==> config.mk <==
export PLATFORM = sky130hd
export DESIGN_NAME = booth_prod_accum
export DESIGN_NICKNAME = d
export VERILOG_FILES = /design/src/rtl/booth_pkg.sv /design/src/rtl/booth_sat_add.sv /design/src/rtl/booth_prod_accum.sv
export SDC_FILE = /design/constraint.sdc
export NUM_CORES = 1
export LEC_CHECK = 0
export ABC_AREA = 1
export ABC_CLOCK_PERIOD_IN_PS = 3100
export CAP_MARGIN = 20
export CORE_ASPECT_RATIO = 2
export CORE_MARGIN = 4
export CORE_UTILIZATION = 35
export CTS_CLUSTER_DIAMETER = 200
export DETAILED_ROUTE_END_ITERATION = 6
export PLACE_DENSITY = 0.59
export SYNTH_ARGS = -nofsm -noshare
export SYNTH_HDL_FRONTEND = slang
export SYNTH_SLANG_ARGS = --single-unit
export TNS_END_PERCENT = 20
==> constraint.sdc <==
create_clock -name clk -period 3.1 [get_ports clk]
set_clock_uncertainty 0.05 [all_clocks]
set_input_delay 0.465 -clock clk [delete_from_list [all_inputs] [get_ports clk]]
set_output_delay 0.465 -clock clk [all_outputs]
set_load 0.02 [all_outputs]
==> src/rtl/booth_pkg.sv <==
// Shared widths, FSM state encoding and saturation limits for the Booth
// product-accumulate datapath.
package booth_pkg;

  localparam int PW = 16;
  localparam int AW = 20;
  localparam int CW = 8;

  typedef enum logic [1:0] {
    IDLE = 2'd0,
    ACC  = 2'd1,
    DONE = 2'd2
  } state_e;

  // Limits are returned 64 bits wide; callers cast down to their own width.
  function automatic logic signed [63:0] sat_max(input int w);
    return (64'sd1 <<< (w - 1)) - 64'sd1;
  endfunction

  function automatic logic signed [63:0] sat_min(input int w);
    return -(64'sd1 <<< (w - 1));
  endfunction

endpackage

==> src/rtl/booth_sat_add.sv <==
// Combinational W-bit signed saturating adder; overflow flags a clamp.
module booth_sat_add
  import booth_pkg::*;
#(
  parameter int W = AW
) (
  input  logic [W-1:0] a_i,
  input  logic [W-1:0] b_i,
  output logic [W-1:0] sum_o,
  output logic         ovf_o
);

  localparam logic [W-1:0] SMAX = W'(sat_max(W));
  localparam logic [W-1:0] SMIN = W'(sat_min(W));

  logic [W:0] full;

  assign full = {a_i[W-1], a_i} + {b_i[W-1], b_i};

  // Top two bits disagree only when the true sum left the W-bit range;
  // the extra sign bit tells which way it went.
  always_comb begin
    ovf_o = full[W] ^ full[W-1];
    sum_o = full[W-1:0];
    if (ovf_o) sum_o = full[W] ? SMIN : SMAX;
  end

endmodule

==> src/rtl/booth_prod_accum.sv <==
// Accumulates n_terms signed products into a saturating accumulator and
// presents the sum with a sticky overflow flag on a valid/ready handshake.
module booth_prod_accum
  import booth_pkg::*;
#(
  parameter int PW = booth_pkg::PW,
  parameter int AW = booth_pkg::AW,
  parameter int CW = booth_pkg::CW
) (
  input  logic          clk,
  input  logic          rst_n,
  input  logic          start,
  input  logic [CW-1:0] n_terms,
  input  logic          p_valid,
  output logic          p_ready,
  input  logic [PW-1:0] p,
  output logic          r_valid,
  input  logic          r_ready,
  output logic [AW-1:0] r,
  output logic          ovf,
  output logic          busy
);

  state_e        state_q, state_d;
  logic [AW-1:0] acc_q, acc_d;
  logic [CW-1:0] cnt_q, cnt_d;
  logic          sat_q, sat_d;

  logic [AW-1:0] p_ext, sum;
  logic          add_ovf;

  assign p_ext = {{(AW-PW){p[PW-1]}}, p};

  booth_sat_add #(.W(AW)) u_add (
    .a_i   (acc_q),
    .b_i   (p_ext),
    .sum_o (sum),
    .ovf_o (add_ovf)
  );

  // Every output comes from registered state only.
  assign p_ready = (state_q == ACC);
  assign r_valid = (state_q == DONE);
  assign busy    = (state_q != IDLE);
  assign r       = acc_q;
  assign ovf     = sat_q;

  always_comb begin
    state_d = state_q;
    acc_d   = acc_q;
    cnt_d   = cnt_q;
    sat_d   = sat_q;
    case (state_q)
      IDLE: begin
        if (start) begin
          acc_d   = '0;
          sat_d   = 1'b0;
          cnt_d   = n_terms;
          state_d = (n_terms == '0) ? DONE : ACC;
        end
      end
      ACC: begin
        if (p_valid) begin
          acc_d = sum;
          sat_d = sat_q | add_ovf;
          cnt_d = cnt_q - 1'b1;
          if (cnt_q == CW'(1)) state_d = DONE;
        end
      end
      DONE: begin
        if (r_ready) state_d = IDLE;
      end
      default: state_d = IDLE;
    endcase
  end

  always_ff @(posedge clk) begin
    if (!rst_n) begin
      state_q <= IDLE;
      acc_q   <= '0;
      cnt_q   <= '0;
      sat_q   <= 1'b0;
    end else begin
      state_q <= state_d;
      acc_q   <= acc_d;
      cnt_q   <= cnt_d;
      sat_q   <= sat_d;
    end
  end

endmodule

# Word level (Yosys, flattened, before mapping)

Cells that the tools add are included.
W data, S select, Z words.

Register bits after elaboration: 31

Bitwise logic cells: 2
Multiplexer cells: 17
Add/subtract/negate cells: 2
Eq/ne operators: 7
Reductions and logical operators: 6

Operator list:

| operator              | count |
|---|---|
| $mux W20              | 4 |
| $pmux W20 S2          | 1 |
| $add A20 B16 Y21      | 1 |
| $mux W8               | 2 |
| $pmux W8 S2           | 1 |
| $mux W2               | 5 |
| $eq A8 B1 Y1 const B  | 1 |
| $logic_not A8 Y1      | 1 |
| $sub A8 B1 Y8 const B | 1 |
| $pmux W2 S3           | 1 |
| $ne A2 B1 Y1 const B  | 2 |
| $ne A2 B2 Y1 const B  | 2 |
| $reduce_and A4 Y1     | 1 |
| $reduce_bool A2 Y1    | 2 |
| $reduce_and A3 Y1     | 1 |
| $eq A2 B1 Y1 const B  | 1 |
| $eq A2 B2 Y1 const B  | 1 |
| $logic_not A2 Y1      | 1 |
| $mux W1               | 2 |
| $pmux W1 S2           | 1 |
| $or A1 B1 Y1          | 1 |
| $xor A1 B1 Y1         | 1 |

# Depth between registers and ports, before layout

Gate-level depths: netlist (run 1).

Depth after elaboration: 5
Depth in mapped cells: 16
Gate-level depth less buffers: 15

# Modules after synthesis

Synthesis (run 1) repeated with hierarchy kept, for this count alone.

Cell total of the unflattened synthesis: 490
Area total of the unflattened synthesis: 2921.6 um2

Modules (own cells, without submodules):

| module           | times used | cells an instance | area each (um2) |
|---|---|---|---|
| booth_prod_accum | 1          | 211               | 1461.4 |
| booth_sat_add    | 1          | 279               | 1460.2 |

# Worst setup path after synthesis (run 1)

OpenSTA, ideal clock, no wires.

Path type: input -> register
Start: input p[0]
End: register acc_q[10] (netlist: r[10])
Stages: 12
Library setup time: 71 ps
Slack: 766 ps
Arrival time: 2213 ps
Required time: 2979 ps
Path buffers: 1
Path through: ha_1 -> fa_1 -> nand3_1 -> nand2_1 -> nand3b_4 -> nand3_1 -> nand2_1 -> nand2_2 -> a21oi_4 -> buf_6 -> nand2_1 -> a21oi_2

Cells in the longest elaborated chain, start to end: 5

RTL lines:

| what                                      | line                                     | text |
|---|---|---|
| start, declared                           | booth_prod_accum.sv:16                   | `input logic [PW-1:0] p,` |
| $add A20 B16 Y21 (*)                      | booth_sat_add.sv:18                      | `assign full = {a_i[W-1], a_i} + {b_i[W-1], b_i};` |
| $mux W20 or $xor A1 B1 Y1 (tied branches) | booth_sat_add.sv:25, booth_sat_add.sv:23 |  |
| $mux W20 (*)                              | booth_sat_add.sv:25                      | `if (ovf_o) sum_o = full[W] ? SMIN : SMAX;` |
| $mux W20 (*)                              | booth_prod_accum.sv:63                   | `if (p_valid) begin` |
| $pmux W20 S2 (*)                          | booth_prod_accum.sv:53                   | `case (state_q)` |
| end signal, assigned                      | booth_prod_accum.sv:80                   | `acc_q <= '0;` |
| end signal, assigned                      | booth_prod_accum.sv:85                   | `acc_q <= acc_d;` |
| end, declared                             | booth_prod_accum.sv:25                   | `logic [AW-1:0] acc_q, acc_d;` |

Mark *: on every way between the ends. The rest lies on a longest branch, timed or not. The select of a mux whose other input is x is not followed.
A chain may end at the register's enable or synchronous reset.

# Worst setup path after layout (run 1)

Start: input p[0]
End: register acc_q[12] (netlist: r[12])

Same word-level chain as after synthesis.

==> insert_results.sql, run 1 <==
INSERT INTO impl_metrics (metric_group, metric, value, unit) VALUES
('grt', 'grt_util_met1', '17.1', '%'),
('floorplan', 'dieWidth', '71.3', 'µm'),
('finish', 'final_design_area_no_fill', '0.00364', 'mm²'),
('timing', 'timing.final.crit_period', '2.72', 'ns'),
('placed_design', 'place.detailed.instances', '602', ''),
('critical_path', 'critical_path.cell_chain', 'clkdlybuf4s50_1 > ha_1 > fa_1 > nand3_1 > nand2_1 > nand3b_4 > nand3_1 > nand2_1 > nand2_2 > nand2_1 > buf_4 > nand3_1 > nand2_1 > a21oi_2', ''),
('synthesis', 'netlist_area', '0.00281', 'mm²'),
('finish', 'filler_cell_count', '821', ''),
('finish', 'areaGrowthSynthToFinish', '29.6', '%'),
('route', 'drt_wl_total', '8.77', 'mm'),
('clock_network', 'clock_path_buffers', '2', ''),
('grt', 'vias_in_the_first_global_route', '3157', ''),
('clock_network', 'clock_sink_count', '31', ''),
('synthesis', 'seq_area_frac_synth', '22.1', '%'),
('timing', 'max_freq', '368', 'MHz'),
('worst_hold_path', 'min_path_type', 'flop to flop', ''),
('clock_network', 'postCtsSetupBuffers', '0', ''),
('finish', 'ff_latch_area', '621', 'µm²'),
('critical_path', 'worst_ep_arrival_time', '2.83', 'ns'),
('critical_path', 'required', '3.21', 'ns'),
('synthesis', 'synth_top_cell_by_area', 'sky130_fd_sc_hd__dfxtp_1', ''),
('synthesis', 'yosys.area.top_type_share', '22.1', '%'),
('critical_path', 'timing.critical_path.max_delay_family', 'simple AND/OR/NAND/NOR gates', ''),
('grt', 'grt_use_met2', '37.7', '%'),
('critical_path', 'crit_path_max_incr_delay', '0.48', 'ns'),
('clock_network', 'cts-htree-levels', '2', ''),
('floorplan', 'floorplan.core_area', '0.00789', 'mm²'),
('synthesis', 'post_synth_edffs', '0', ''),
('status', 'run_status', 'finished, final reports clean', ''),
('synthesis', 'synth_area_per_cell', '6.21', 'µm²'),
('route', 'detailroute.via_count', '3116', ''),
('timing', 'slew-limit-headroom', '70.8', '%'),
('finish', 'num_antenna_cells', '0', ''),
('timing', 'worst_slew_pin_slew', '0.436', 'ns'),
('power_and_ir_drop', 'ir_drop', '0.553', 'mV'),
('synthesis', 'number_of_distinct_library_cell_variants_in_the_gate_level_netlist_after_synthesis', '31', ''),
('placed_design', 'place_congestion', '0.928', ''),
('floorplan', 'initial_utilization', '35.6', '%'),
('clock_network', 'tritoncts_clock_tree', 'yes', ''),
('grt', 'grt_antenna_before_repair', '0', ''),
('critical_path', 'startpoint_type', 'input port', ''),
('finish', 'fin_cells', '610', ''),
('synthesis', 'share_of_flip_flops_with_an_asynchronous_set_or_reset', '0', '%'),
('clock_network', 'cts.repair.resized', '0', ''),
('timing', 'final-hold-violation-count', '0', ''),
('placed_design', 'port_buffers', '52', ''),
('clock_network', 'clock_insertion_delay_worst_skew', '0.29', 'ns'),
('timing', 'fin_worst_hold_slack', '0.433', 'ns'),
('synthesis', 'synth.yosys.warnings', '0', ''),
('synthesis', 'syn_inst', '452', ''),
('grt', 'grtUsageTotal', '18.7', '%'),
('synthesis', 'synth_area_leaders', 'sky130_fd_sc_hd__dfxtp_1, sky130_fd_sc_hd__nand2_1, sky130_fd_sc_hd__ha_1', ''),
('finish', 'multiInputGateArea', '0.00196', 'mm²'),
('critical_path', 'worst-setup-path-type', 'input port to flop', ''),
('timing', 'rsz_0062_raised_after_global_routing', 'no', ''),
('floorplan', 'fp.dieArea', '0.00961', 'mm²'),
('power_and_ir_drop', 'total_leakage_power', '1.68', 'nW'),
('critical_path', 'timing.critical_path.slowest_stage_cell', 'sky130_fd_sc_hd__fa_1', ''),
('power_and_ir_drop', 'total_power', '2.35', 'mW'),
('route', 'drc', '0', ''),
('clock_network', 'cts_hold_buf', '0', ''),
('grt', 'use_met3', '3.28', '%'),
('grt', 'grt-ovfl-total', '0', ''),
('flow_run', 'drv_cap', '0', ''),
('grt', 'grt-busiest-layer', 'met2', ''),
('critical_path', 'crit_top_cell', 'sky130_fd_sc_hd__nand2_1', ''),
('route', 'routedWlPerCell', '14.4', 'µm'),
('finish', 'proportion_of_layout_cells_with_a_drive_suffix_above_1', '8.75', '%'),
('critical_path', 'cp_num_buf_inv', '2', ''),
('critical_path', 'critical_path.endpoint_type', 'flop', ''),
('clock_network', 'clkSlewWorstSetupHoldPaths', '0.05', 'ns');
==> final timing paths <==
| path | startpoint | endpoint | slack (ns) | cells after the start |
|---|---|---|---|---|
| min reg2reg | r[5] | r[5] | 0.43 | 2 |
| min | r[5] | r[5] | 0.43 | 2 |
| max | p[0] | r[12] | 0.38 | 14 |
| max reg2reg | r[0] | r[12] | 0.65 | 13 |
==> power by group <==
group	switching [mW]	total, mW	internal (mW)
Sequential	0.0766	0.562	0.486
Combinational	0.783	1.30	0.514
Clock	0.190	0.487	0.297
Total	1.05	2.35	1.30
==> registers in the layout, summed over array words and instances, names as in the netlist <==
| signal | flops |
|---|---|
| cnt_q | 8 |
| r | 20 |
| ovf | 1 |
| state_q | 2 |
==> final cells by class <==
| class | count | share of cell area [%] |
|---|---|---|
| clock inverter | 1 | 0.138 |
| inverter | 47 | 4.85 |
| tap | 96 | 3.30 |
| sequential | 31 | 17.1 |
| clock buffer | 7 | 3.65 |
| timing repair buffer | 64 | 17.1 |
| multi-input combinational | 364 | 53.9 |
==> kinds of logic (layout without fill, tap and decap cells) <==
group / count (synthesis) / count (layout) / synth area share (%)
AND/OR/NAND/NOR: 252 / 252 / 38.6
AO/OA/AOI/OAI: 74 / 74 / 16.0
buffers and inverters: 57 / 119 / 8.07
flip-flops: 31 / 31 / 22.1
adder cells (fa/ha/maj): 23 / 23 / 10.5
XOR/XNOR: 15 / 15 / 4.68
==> per-layer routing <==
| layer | vias to the layer above | routed length, µm |
|---|---|---|
| met5 | - | 0 |
| met1 | 1423 | 3130 |
| met4 | 0 | 367 |
| met3 | 24 | 265 |
| li1 | 1603 | - |
| met2 | 66 | 5010 |
==> stage by stage <==
step / util, % / setup slack (ns)
global route: 46.1 / 0.185
floorplan: - / 0.766
CTS: 46.1 / 0.401
global placement: 44.4 / 0.129
detailed placement: 44.4 / 0.110
finish: 46.1 / 0.380
==> placed cells by master, fill, tap and decap left out, types with 2 or more instances in the layout <==
| cell type | instances |
|---|---|
| sky130_fd_sc_hd__a211oi_1 | 2 |
| sky130_fd_sc_hd__xnor2_1 | 13 |
| sky130_fd_sc_hd__clkdlybuf4s50_1 | 52 |
| sky130_fd_sc_hd__nor2_1 | 34 |
| sky130_fd_sc_hd__clkbuf_16 | 5 |
| sky130_fd_sc_hd__nor2_2 | 2 |
| sky130_fd_sc_hd__clkbuf_1 | 2 |
| sky130_fd_sc_hd__a21oi_1 | 33 |
| sky130_fd_sc_hd__dfxtp_1 | 31 |
| sky130_fd_sc_hd__buf_4 | 11 |
| sky130_fd_sc_hd__ha_1 | 22 |
| sky130_fd_sc_hd__nand2_2 | 6 |
| sky130_fd_sc_hd__o21bai_1 | 6 |
| sky130_fd_sc_hd__nand4_1 | 9 |
| sky130_fd_sc_hd__nor3_1 | 7 |
| sky130_fd_sc_hd__xor2_1 | 2 |
| sky130_fd_sc_hd__o21ai_0 | 15 |
| sky130_fd_sc_hd__a21oi_2 | 11 |
| sky130_fd_sc_hd__nand2_1 | 151 |
| sky130_fd_sc_hd__a31oi_1 | 5 |
| sky130_fd_sc_hd__inv_2 | 4 |
| sky130_fd_sc_hd__inv_1 | 43 |
| sky130_fd_sc_hd__nand3b_1 | 2 |
| sky130_fd_sc_hd__nand3_1 | 36 |
==> worst min-delay path: cells and delay by family, from the launching register on <==
kind             cells  cell delay, ns
flip-flops           1            0.32
AND/OR/NAND/NOR      1            0.06
AO/OA/AOI/OAI        1            0.06
Power figures use the tool's default switching activity.
==> inputs of run 2 (changes only) <==
--- a/config.mk
+++ b/config.mk
@@ -5,7 +5,6 @@
 export SDC_FILE = /design/constraint.sdc
 export NUM_CORES = 1
 export LEC_CHECK = 0
-export ABC_AREA = 1
 export ABC_CLOCK_PERIOD_IN_PS = 3100
 export CAP_MARGIN = 20
 export CORE_ASPECT_RATIO = 2
@@ -13,7 +12,7 @@
 export CORE_UTILIZATION = 35
 export CTS_CLUSTER_DIAMETER = 200
 export DETAILED_ROUTE_END_ITERATION = 6
-export PLACE_DENSITY = 0.59
+export PLACE_DENSITY = 0.61
 export SYNTH_ARGS = -nofsm -noshare
 export SYNTH_HDL_FRONTEND = slang
 export SYNTH_SLANG_ARGS = --single-unit
==> insert_results.sql, run 2 <==
INSERT INTO impl_metrics (metric_group, metric, value, unit) VALUES
('timing', 'slew-limit-headroom', '67.5', '%'),
('finish', 'mostFrequentLayoutCells', 'sky130_fd_sc_hd__clkdlybuf4s50_1, sky130_fd_sc_hd__buf_4, sky130_fd_sc_hd__dfxtp_1', ''),
('floorplan', 'rows', '41', ''),
('timing', 'timing.final.crit_period', '3.01', 'ns'),
('placed_design', 'hpwl', '5.83', 'mm'),
('synthesis', 'synth_area_leaders', 'sky130_fd_sc_hd__dfxtp_1, sky130_fd_sc_hd__ha_1, sky130_fd_sc_hd__a221o_1', ''),
('worst_hold_path', 'min_path_type', 'flop to flop', ''),
('floorplan', 'die_ht', '123', 'µm'),
('route', 'number_of_antenna_violating_nets_in_the_routed_design', '0', ''),
('status', 'run_status', 'finished, final reports clean', ''),
('clock_network', 'clock_insertion_delay_worst_skew', '0.28', 'ns'),
('synthesis', 'seq_area_frac_synth', '26.6', '%'),
('synthesis', 'synth_top_cell_by_area', 'sky130_fd_sc_hd__dfxtp_1', ''),
('clock_network', 'tritoncts_clock_tree', 'yes', ''),
('worst_hold_path', 'min_from', 'cnt_q[7]', ''),
('clock_network', 'clkSlewWorstSetupHoldPaths', '0.05', 'ns'),
('placed_design', 'port_buffers', '52', ''),
('synthesis', 'synth_top_cells_by_count', 'sky130_fd_sc_hd__dfxtp_1, sky130_fd_sc_hd__a21oi_1, sky130_fd_sc_hd__nand2_1, sky130_fd_sc_hd__ha_1, sky130_fd_sc_hd__nor2_1', ''),
('timing', 'worst_slew_pin_slew', '0.484', 'ns'),
('critical_path', 'r2r_startpoint', 'r[0]', ''),
('timing', 'period_share', '97.2', '%'),
('timing', 'slew_viol_final', '0', ''),
('synthesis', 'synth.yosys.warnings', '0', ''),
('synthesis', 'post_syn_nets', '328', ''),
('grt', 'grt_max_degree', '19', ''),
('floorplan', 'dieWidth', '65.7', 'µm'),
('flow_run', 'drv_cap', '0', ''),
('clock_network', 'clock_sink_count', '31', ''),
('route', 'drt_wl_total', '7.25', 'mm'),
('synthesis', 'synth.most_common_cell', 'sky130_fd_sc_hd__dfxtp_1', ''),
('grt', 'grt_antenna_before_repair', '0', ''),
('synthesis', 'syn_inst', '276', ''),
('clock_network', 'cts-htree-levels', '2', ''),
('synthesis', 'synth-main-ff-cell', 'sky130_fd_sc_hd__dfxtp_1', ''),
('route', 'drt-vias-per-instance', '5.37', ''),
('critical_path', 'worst-setup-path-type', 'input port to flop', ''),
('synthesis', 'share_of_flip_flops_with_an_asynchronous_set_or_reset', '0', '%'),
('clock_network', 'cts_made_buffers', '5', ''),
('clock_network', 'clock_path_buffers', '2', ''),
('timing', 'max_freq', '332', 'MHz'),
('floorplan', 'floorplan.core_area', '0.00641', 'mm²'),
('finish', 'areaGrowthSynthToFinish', '44.0', '%'),
('synthesis', 'synth.ff_latch_count', '31', ''),
('finish', 'mostFrequentLayoutCell', 'sky130_fd_sc_hd__clkdlybuf4s50_1', ''),
('finish', 'num_antenna_cells', '0', ''),
('floorplan', 'fp.dieArea', '0.00811', 'mm²'),
('critical_path', 'cp-startpoint', 'p[0]', ''),
('synthesis', 'post_synth_edffs', '0', ''),
('route', 'dr.first_iter.drc_count', '87', ''),
('power_and_ir_drop', 'total_leakage_power', '1.44', 'nW'),
('grt', 'vias_in_the_first_global_route', '2448', ''),
('power_and_ir_drop', 'cellPowerDensity', '505', 'mW/mm²'),
('floorplan', 'ports', '53', ''),
('placed_design', 'place_congestion', '0.800', ''),
('synthesis', 'yosys.area.top_type_share', '26.6', '%'),
('synthesis', 'synth_area_per_cell', '8.45', 'µm²'),
('finish', 'filler_cell_count', '625', ''),
('grt', 'grt-ovfl-total', '0', ''),
('clock_network', 'cts_hold_buf', '0', ''),
('critical_path', 'crit_fanout', '8', ''),
('critical_path', 'required', '3.21', 'ns'),
('finish', 'final_net_count', '416', ''),
('critical_path', 'startpoint_type', 'input port', ''),
('floorplan', 'initial_utilization', '36.4', '%'),
('power_and_ir_drop', 'ir_drop', '0.254', 'mV'),
('clock_network', 'cts-root-buf', 'sky130_fd_sc_hd__clkbuf_16', ''),
('timing', 'fin_tns_setup', '0', 'ns'),
('critical_path', 'critical_path.endpoint_type', 'flop', ''),
('route', 'detailroute.via_count', '2416', ''),
('synthesis', 'number_of_distinct_library_cell_variants_in_the_gate_level_netlist_after_synthesis', '49', ''),
('finish', 'fin_cells', '450', ''),
('route', 'router_iterations_before_antenna_repair', '4', ''),
('power_and_ir_drop', 'total_power', '1.69', 'mW'),
('route', 'drc', '0', ''),
('grt', 'grtUsageTotal', '18.4', '%'),
('timing', 'setup_viol', '0', ''),
('finish', 'finalCoreUtilization', '52.4', '%'),
('synthesis', 'netlist_area', '0.00233', 'mm²'),
('critical_path', 'worst_ep_arrival_time', '3.12', 'ns'),
('route', 'routedWlPerCell', '16.1', 'µm'),
('finish', 'largest_register_ff_count', '20', ''),
('placed_design', 'place.detailed.instances', '441', ''),
('finish', 'proportion_of_layout_cells_with_a_drive_suffix_above_1', '16.2', '%'),
('timing', 'final-hold-violation-count', '0', ''),
('grt', 'grt_pass1_wl', '11.4', 'mm');
## run 2: cell types whose count changed after synthesis, moves of 11 or more
| cell | before | now |
|---|---|---|
| sky130_fd_sc_hd__nand2_1 | 151 | 24 |
| sky130_fd_sc_hd__inv_1 | 43 | 10 |
| sky130_fd_sc_hd__nand3_1 | 36 | 11 |
| sky130_fd_sc_hd__a221o_1 | 0 | 15 |
| sky130_fd_sc_hd__nor2_1 | 34 | 20 |
| sky130_fd_sc_hd__a21oi_2 | 11 | 0 |
## run 2: routing by layer
metal | vias to the layer above | GRT usage, % | share of wire (%)
met2 | 57 | 39.0 | 60
met3 | 9 | 2.73 | 3.7
met5 | - | 0 | 0
met1 | 1132 | 16.4 | 34
li1 | 1218 | - | -
met4 | 0 | 6.36 | 1.9
## run 2: critical path, cell delays in order
cell,delay (ns)
sky130_fd_sc_hd__clkdlybuf4s50_1,0.41
sky130_fd_sc_hd__ha_2,0.21
sky130_fd_sc_hd__fa_2,0.35
sky130_fd_sc_hd__a21o_1,0.21
sky130_fd_sc_hd__a221oi_2,0.27
sky130_fd_sc_hd__o211a_1,0.23
sky130_fd_sc_hd__nor3_4,0.06
sky130_fd_sc_hd__nand3_1,0.10
sky130_fd_sc_hd__a32o_2,0.29
sky130_fd_sc_hd__a21oi_2,0.18
sky130_fd_sc_hd__a221o_1,0.35
## run 2: layout make-up
cell class	instances	area (µm²)	share of cell area, %
clock buffers	6	139	4.14
clock inverters	1	5.00	0.149
inverters	11	41.3	1.23
multi-input cells	225	1640	48.7
flip-flops and latches	31	621	18.5
well taps	86	108	3.20
repair buffers	90	810	24.1
## run 2: power breakdown
part / total (mW) / switching [mW] / internal (mW)
clock: 0.482 / 0.169 / 0.313
combinational: 0.715 / 0.379 / 0.336
sequential: 0.497 / 0.0494 / 0.448
total: 1.69 / 0.597 / 1.10
## run 2: cell families (layout without fill, tap and decap cells)
group                    Yosys count  in the layout  synth area share [%]
AO/OA/AOI/OAI                     99            100                  31.2
flip-flops                        31             31                  26.6
adder cells (fa/ha/maj)           24             24                  13.1
buffers and inverters             21            108                  4.35
XOR/XNOR                          17             17                  7.19
AND/OR/NAND/NOR                   84             84                  17.5
## run 2: metrics by stage
stage               setup slack, ns  instance area, µm²  hold WS [ns]
global placement             -0.219                3180         0.398
floorplan                     0.181                2330         0.387
finish                       0.0879                3360         0.413
CTS                          0.0401                3320         0.415
global route                -0.0436                3360         0.446
detailed placement           -0.288                3180         0.406
## run 2: worst paths after layout
kind / slack (ns) / cells after the start / endpoint
setup / recovery: 0.09 / 11 / r[14]
hold / removal: 0.41 / 2 / cnt_q[7]
setup reg to reg: 0.38 / 10 / r[14]
hold reg to reg: 0.41 / 2 / cnt_q[7]
## run 2: what timing repair did
action                     in CTS  in global routing
setup endpoints to repair       3                 18
gates cloned                    0                  1
pin swaps                       0                  8
resized for setup               1                  6
buffers inserted                0                  1
